### config.mk
export PLATFORM = sky130hd
export DESIGN_NAME = vector_vl_sequencer
export DESIGN_NICKNAME = d
export VERILOG_FILES = /design/src/rtl/vector_vl_sequencer.sv
export SDC_FILE = /design/constraint.sdc
export NUM_CORES = 1
export LEC_CHECK = 0
export CORE_MARGIN = 1.5
export CORE_UTILIZATION = 55
export CTS_BUF_LIST = sky130_fd_sc_hd__clkbuf_8 sky130_fd_sc_hd__clkbuf_16
export DETAILED_ROUTE_END_ITERATION = 16
export PLACE_DENSITY = 0.88
export SLEW_MARGIN = 20
export SYNTH_ARGS = -nofsm -noshare
export SYNTH_HDL_FRONTEND = slang
export SYNTH_SLANG_ARGS = --single-unit
### constraint.sdc
create_clock -name clk -period 7.17 [get_ports clk]
set_clock_uncertainty 0.1 [all_clocks]
set_input_delay 1.434 -clock clk [delete_from_list [all_inputs] [get_ports clk]]
set_output_delay 1.434 -clock clk [all_outputs]
set_load 0.005 [all_outputs]
### src/rtl/vector_vl_sequencer.sv
// ---------------------------------------------------------------------------
// vector_vl_sequencer
//
// Beat sequencer that sits directly after the vector control register file.
// When an instruction is issued it captures the live vector length, clamps
// it to VLMAX, and then walks the vector NUMLANES elements at a time,
// presenting one lane-enable mask per beat. Downstream may stall a beat, and
// flush aborts the instruction in flight. A one-cycle done pulse marks
// completion, including for zero-length instructions.
//
// Ports:
//   clk          in   clock
//   resetn       in   synchronous active-low reset
//   vl           in   [VLWIDTH]   vector length (control register 0)
//   start        in   issue request, accepted when start && start_ready
//   start_ready  out  high while idle
//   flush        in   synchronous abort of the current instruction
//   stall        in   downstream cannot take the current beat
//   beat_valid   out  current beat outputs are valid
//   beat_mask    out  [NUMLANES]  lane enables, bit i = lane i
//   beat_base    out  [VLWIDTH]   element index of lane 0 in this beat
//   beat_last    out  current beat is the final one
//   busy         out  sequencing an instruction
//   done         out  one-cycle completion pulse
// ---------------------------------------------------------------------------
module vector_vl_sequencer #(
  parameter int NUMLANES     = 8,
  parameter int LOG2NUMLANES = 3,
  parameter int VLMAX        = 64,
  parameter int VLWIDTH      = 32
) (
  input  logic                clk,
  input  logic                resetn,
  input  logic [VLWIDTH-1:0]  vl,
  input  logic                start,
  output logic                start_ready,
  input  logic                flush,
  input  logic                stall,
  output logic                beat_valid,
  output logic [NUMLANES-1:0] beat_mask,
  output logic [VLWIDTH-1:0]  beat_base,
  output logic                beat_last,
  output logic                busy,
  output logic                done
);

  typedef enum logic {
    ST_IDLE = 1'b0,
    ST_RUN  = 1'b1
  } state_t;

  localparam logic [VLWIDTH-1:0] VLMAX_W = VLWIDTH'(VLMAX);
  localparam logic [VLWIDTH-1:0] STEP_W  = VLWIDTH'(1) << LOG2NUMLANES;
  localparam logic [VLWIDTH-1:0] LANES_W = VLWIDTH'(NUMLANES);

  state_t               r_state, w_state_nxt;
  logic [VLWIDTH-1:0]   r_len, w_len_nxt;
  logic [VLWIDTH-1:0]   r_base, w_base_nxt;
  logic                 r_done, w_done_nxt;

  logic [VLWIDTH-1:0]   w_vl_clamped;
  logic [VLWIDTH-1:0]   w_rem;
  logic                 w_run;

  // Unsigned full-width compare, so any vl at or above VLMAX clamps to VLMAX.
  assign w_vl_clamped = (vl > VLMAX_W) ? VLMAX_W : vl;

  assign w_run       = (r_state == ST_RUN);
  // Remaining elements; nonzero whenever in RUN.
  assign w_rem       = r_len - r_base;

  assign start_ready = (r_state == ST_IDLE);
  assign busy        = w_run;
  assign done        = r_done;
  assign beat_valid  = w_run;
  assign beat_last   = w_run && (w_rem <= LANES_W);
  assign beat_base   = w_run ? r_base : '0;

  always_comb begin
    for (int i = 0; i < NUMLANES; i++) begin
      beat_mask[i] = w_run && (VLWIDTH'(i) < w_rem);
    end
  end

  // Next-state logic. Stall needs no explicit hold path: the beat outputs
  // are pure functions of r_base/r_len, which only move on consumption.
  always_comb begin
    // NOTE: every signal gets a default before the case so no path leaves
    // it unassigned, which would otherwise infer a latch.
    w_state_nxt = r_state;
    w_len_nxt   = r_len;
    w_base_nxt  = r_base;
    w_done_nxt  = 1'b0;

    case (r_state)
      ST_IDLE: begin
        // flush in IDLE drops a simultaneous start.
        if (start && !flush) begin
          w_len_nxt  = w_vl_clamped;
          w_base_nxt = '0;
          if (w_vl_clamped == '0) begin
            w_done_nxt = 1'b1;
          end else begin
            w_state_nxt = ST_RUN;
          end
        end
      end
      ST_RUN: begin
        // flush outranks both stall and consumption, and suppresses done.
        if (flush) begin
          w_state_nxt = ST_IDLE;
        end else if (!stall) begin
          if (beat_last) begin
            w_state_nxt = ST_IDLE;
            w_done_nxt  = 1'b1;
          end else begin
            w_base_nxt = r_base + STEP_W;
          end
        end
      end
      default: begin
        w_state_nxt = ST_IDLE;
      end
    endcase
  end

  always_ff @(posedge clk) begin
    // NOTE: state updates use non-blocking assignments so every register
    // samples the same pre-edge values regardless of statement order.
    if (!resetn) begin
      r_state <= ST_IDLE;
      r_len   <= '0;
      r_base  <= '0;
      r_done  <= 1'b0;
    end else begin
      r_state <= w_state_nxt;
      r_len   <= w_len_nxt;
      r_base  <= w_base_nxt;
      r_done  <= w_done_nxt;
    end
  end

endmodule

# After elaboration in Yosys (flattened, before gate mapping)
# Cells that the tools add are included.
# totals
ff_bits	66
inputBits	37
output_inout_bits	45
# classes
n_addsub	2
order_cmp	10
eq_ne	4
muxes	19
n_bitwise	1
reduce_logical	14
# op_table
cell	count
2-to-1 mux 32 bit	6
< comparator 3 x 32 -> 1 bit, first input constant	4
< comparator 1 x 32 -> 1 bit, first input constant	2
< comparator 2 x 32 -> 1 bit, first input constant	2
case mux 32 bit (2 select lines)	1
adder 32 x 4 -> 32 bit, second input constant	1
greater-than comparator 32 x 7 -> 1 bit, second input constant	1
less-or-equal comparator 32 x 4 -> 1 bit, second input constant	1
zero test 32 bit	1
subtractor 32 bit	1
logical AND 1 bit	10
2-to-1 mux 1 bit	10
!= test 2 bit, second input constant	3
case mux 1 bit (2 select lines)	2
AND reduction 4 bit	1
!= test 2 x 1 -> 1 bit, second input constant	1
AND reduction 2 bit	1
zero test 1 bit	1
NOT 1 bit	1

# Longest topological paths before layout
# logic_depth
word_depth	7
depth_mapped	16
mapped_depth_nobuf	12

# Least setup slack after synthesis
# No wires, ideal clock.
# synth_timing
path_kind	register -> output
startpoint	register r_base[11]
endpoint	output beat_mask[2]
t_arrival_ns	3.109
required_ns	5.636
setup_slack_ns	2.527
stages_incl_launch_ff	15
cell_sequence	dfxtp_1 -> inv_1 -> ha_1 -> clkbuf_1 -> nand4_1 -> a2111o_1 -> or2_1 -> a21oi_2 -> o22ai_1 -> nor4_1 -> nand4_1 -> nor2_1 -> and4_1 -> clkbuf_1 -> a31oi_1
# synth_between
elab_chain_cells	3
# synth_rtl
element	line_no	text
from (decl)	58	logic [VLWIDTH-1:0] r_base, w_base_nxt;
from (signal assigned)	138	r_base <= w_base_nxt;
subtractor 32 bit	70	assign w_rem = r_len - r_base;
< comparator 2 x 32 -> 1 bit	81	beat_mask[i] = w_run && (VLWIDTH'(i) < w_rem);
logical AND 1 bit	81	
to (decl)	40	output logic [NUMLANES-1:0] beat_mask,
# No other way between the ends.

# Worst setup path after layout
# layout_timing
startpoint	register r_base[13]
endpoint	output beat_mask[1]
# layout_between
elab_chain_cells	3
# layout_rtl
element	line_no
subtractor 32 bit	70
< comparator 1 x 32 -> 1 bit	81
logical AND 1 bit	81
# No other way between the ends.

==> summary.md <==
| Metric | Value |
|---|---|
| Final wirelength | `16.6 mm` |
| First-pass GRT wire length | `around 26 mm` |
| Largest net degree at the start of global routing | `55` |
| GP Congestion | `0.959` |
| # diodes | `0` |
| Peak supply drop | `about 0.12 mV` |
| CP endpoint kind | `output pin` |
| Main flop type after synthesis | `dfxtp_1` |
| Post-CTS Resized | `0` |
| DIE AREA | `about 10000 sq um` |
| Syn_area_per_cell | `7.44 sq um` |
| Worst slew margin relative to its limit | `0.424` |
| Cts bufs inserted | `9` |
| Cells after Synth | `between 700 and 800` |
| Die width | `approximately 100 microns` |
| Crit path time final | `between 5 and 6 ns` |
| Setup_tns | `0 ns` |
| Clock Root Buffer | `clkbuf_8` |
| Setup repair bufs after CTS | `0` |
| Yosys reg bits | `63` |
| Max Cap Viol | `0` |
| Clock Path Buffers | `2` |
| Dpl hpwl | `13.0 mm` |
| Share of layout cells above drive strength 1 | `0.0599` |
| WP data required | `around 5.6 ns` |
| Core Box Area | `9280 sq um` |
| Clk sinks | `63` |
| Synth warnings | `0` |
| Fin crit share | `0.817` |
| Outcome | `completed` |
| Pwr dens | `around 120 nW/um^2` |
| Synth unique cells | `79` |
| Total gr overflow | `0` |
| Vias per std cell | `about 6.3` |
| H-tree depth | `3` |
| Worst-path clk slew | `~0.090 ns` |
| Remaining DRCs | `0` |
| Crit path launch type | `register` |
| Cells after DPL | `881` |
| Register area share after synthesis | `0.239` |
| Filler instances | `roughly 800` |
| Hold crit path type | `register to register` |
| Achievable Freq | `roughly 170 MHz` |
| CP Data Arrival Time | `about 4.3 ns` |
| RSZ-0062 raised after global routing | `no` |
| Row cnt | `35` |
| Fin. max-slew vios | `0` |
| CTS tree | `built` |
| Clock Latency Late Sink | `~0.35 ns` |
| R2R depth | `12` |
| Final-report hold violation count | `0` |
| Initial Util | `0.569` |
| Antenna violations before repair | `0` |
| Vias in the first global route | `between 5000 and 6000` |
| Wire length per cell | `approximately 19 microns` |
| Count of final setup violators | `0` |
| Die height | `101 microns` |
| Asr flop ratio synth | `0` |
| Drt pass-1 iters | `5` |
| Tot GR Track Use | `0.329` |
| Leakage | `2.48 nW` |
| I/O pins | `82` |
| Hold_buf cts | `0` |
| ANT nets after route | `0` |
| Post-synth EDFFs | `0` |
| CP Max Fanout | `8` |
| Worst-Margin Slew | `approximately 0.86 ns` |
| I/O Buffers | `78` |
| Vias | `5648` |
| Drt first-iter violations | `approximately 380` |
| Final Net Count | `slightly above 800` |
| Non-Filler Instances | `897` |
| Hold depth | `2` |
| CP Class | `register to output pin` |
| Mapped cell area | `5280 sq um` |
| Area delta synth->final | `18.1%` |
## cells in the mapped netlist (14+ instances only)
| cell | n | area share |
|---|---|---|
| nor2_1 | 62 | 0.044 |
| ha_1 | 31 | 0.073 |
| and2_1 | 30 | 0.036 |
| inv_1 | 44 | 0.031 |
| nor4_1 | 19 | 0.023 |
| mux2i_1 | 14 | 0.027 |
| nor3_1 | 21 | 0.020 |
| dfxtp_1 | 63 | 0.24 |
| nand4_1 | 21 | 0.025 |
| a21oi_1 | 47 | 0.045 |
| nand2_1 | 73 | 0.052 |
| nand3_1 | 18 | 0.017 |
| o21ai_0 | 32 | 0.030 |
| clkbuf_1 | 30 | 0.021 |
## flip-flops by register name, indices dropped and copies added, names as in the netlist
name        count
done            1
r_base         29
r_len          32
beat_valid      1
## cell type report
| cell class | instances | area (sq um) | share of cell area |
|---|---|---|---|
| Sequential cell | 63 | 1260 | 0.202 |
| Clock inverter | 7 | 57.6 | 0.00923 |
| Multi-Input combinational cell | 564 | 3660 | 0.587 |
| Tap cell | 129 | 161 | 0.0259 |
| Clock buffer | 9 | 124 | 0.0199 |
| Timing Repair Buffer | 81 | 803 | 0.129 |
| Inverter | 44 | 165 | 0.0265 |
## stage by stage
step | setup slack, ns | power, mW | utilization | hold WS [ns] | cell area (sq um)
floorplan | 2.53 | 0.430 | - | 0.335 | 5290
global placement | 1.79 | 0.476 | 0.652 | 0.345 | 6050
detailed placement | 1.78 | 0.478 | 0.652 | 0.353 | 6050
CTS | 1.39 | 0.763 | 0.672 | 0.370 | 6230
global route | 1.15 | 0.791 | 0.672 | 0.387 | 6230
finish | 1.31 | 0.765 | 0.672 | 0.370 | 6230
## path summary, 6_finish.rpt
kind | start | to | slack (ns)
max | r_base[13]$_SDFFE_PN0P_ | beat_mask[1] | 1.31
min | r_base[29]$_SDFFE_PN0P_ | r_base[29]$_SDFFE_PN0P_ | 0.37
max reg2reg | r_base[13]$_SDFFE_PN0P_ | r_base[13]$_SDFFE_PN0P_ | 2.90
min reg2reg | r_base[29]$_SDFFE_PN0P_ | r_base[29]$_SDFFE_PN0P_ | 0.37
## worst max-delay path, stage by stage (launching register included)
cell	delay (ns)
dfxtp_1	0.42
inv_1	0.12
ha_1	0.45
nand4_1	0.19
a2111o_1	0.54
o31ai_4	0.35
o221ai_1	0.15
a32oi_1	0.39
nand4_1	0.18
nor3_1	0.17
and4_1	0.38
a31oi_1	0.14
clkdlybuf4s50_1	0.48
## where the power goes
part | switching (mW) | leakage [nW] | internal, mW | total, mW
logic | 0.0649 | 1.89 | 0.0557 | 0.121
clock network | 0.163 | 0.0877 | 0.129 | 0.292
registers | 0.00150 | 0.508 | 0.350 | 0.352
## kinds of logic after synthesis
logic type               after synthesis  synth area share
adder cells (fa/ha/maj)               31            0.0734
XOR/XNOR                              13            0.0216
AND/OR/NAND/NOR                      322             0.336
other                                  2           0.00142
AO/OA/AOI/OAI                        179             0.231
flip-flops                            63             0.239
buffers and inverters                 86            0.0704
multiplexers                          14            0.0265
## layer usage
metal / vias to the layer above / share of wire / global-route usage
li1: 2706 / - / -
met2: 225 / 0.46 / 0.529
met4: 0 / 0.017 / 0.103
met1: 2692 / 0.45 / 0.457
met3: 25 / 0.063 / 0.0451
met5: - / 0 / 0
## placed cells by master (no fill, tap or decap), types with 14 or more instances in the layout
cell type         n
nand4_1          21
nor4_1           19
and2_1           30
nor2_1           62
o21ai_0          32
ha_1             31
nand2_1          73
nor3_1           21
clkdlybuf4s50_1  78
a21oi_1          47
inv_1            44
mux2i_1          14
dfxtp_1          63
nand3_1          18
Power figures use the tool's default switching activity.
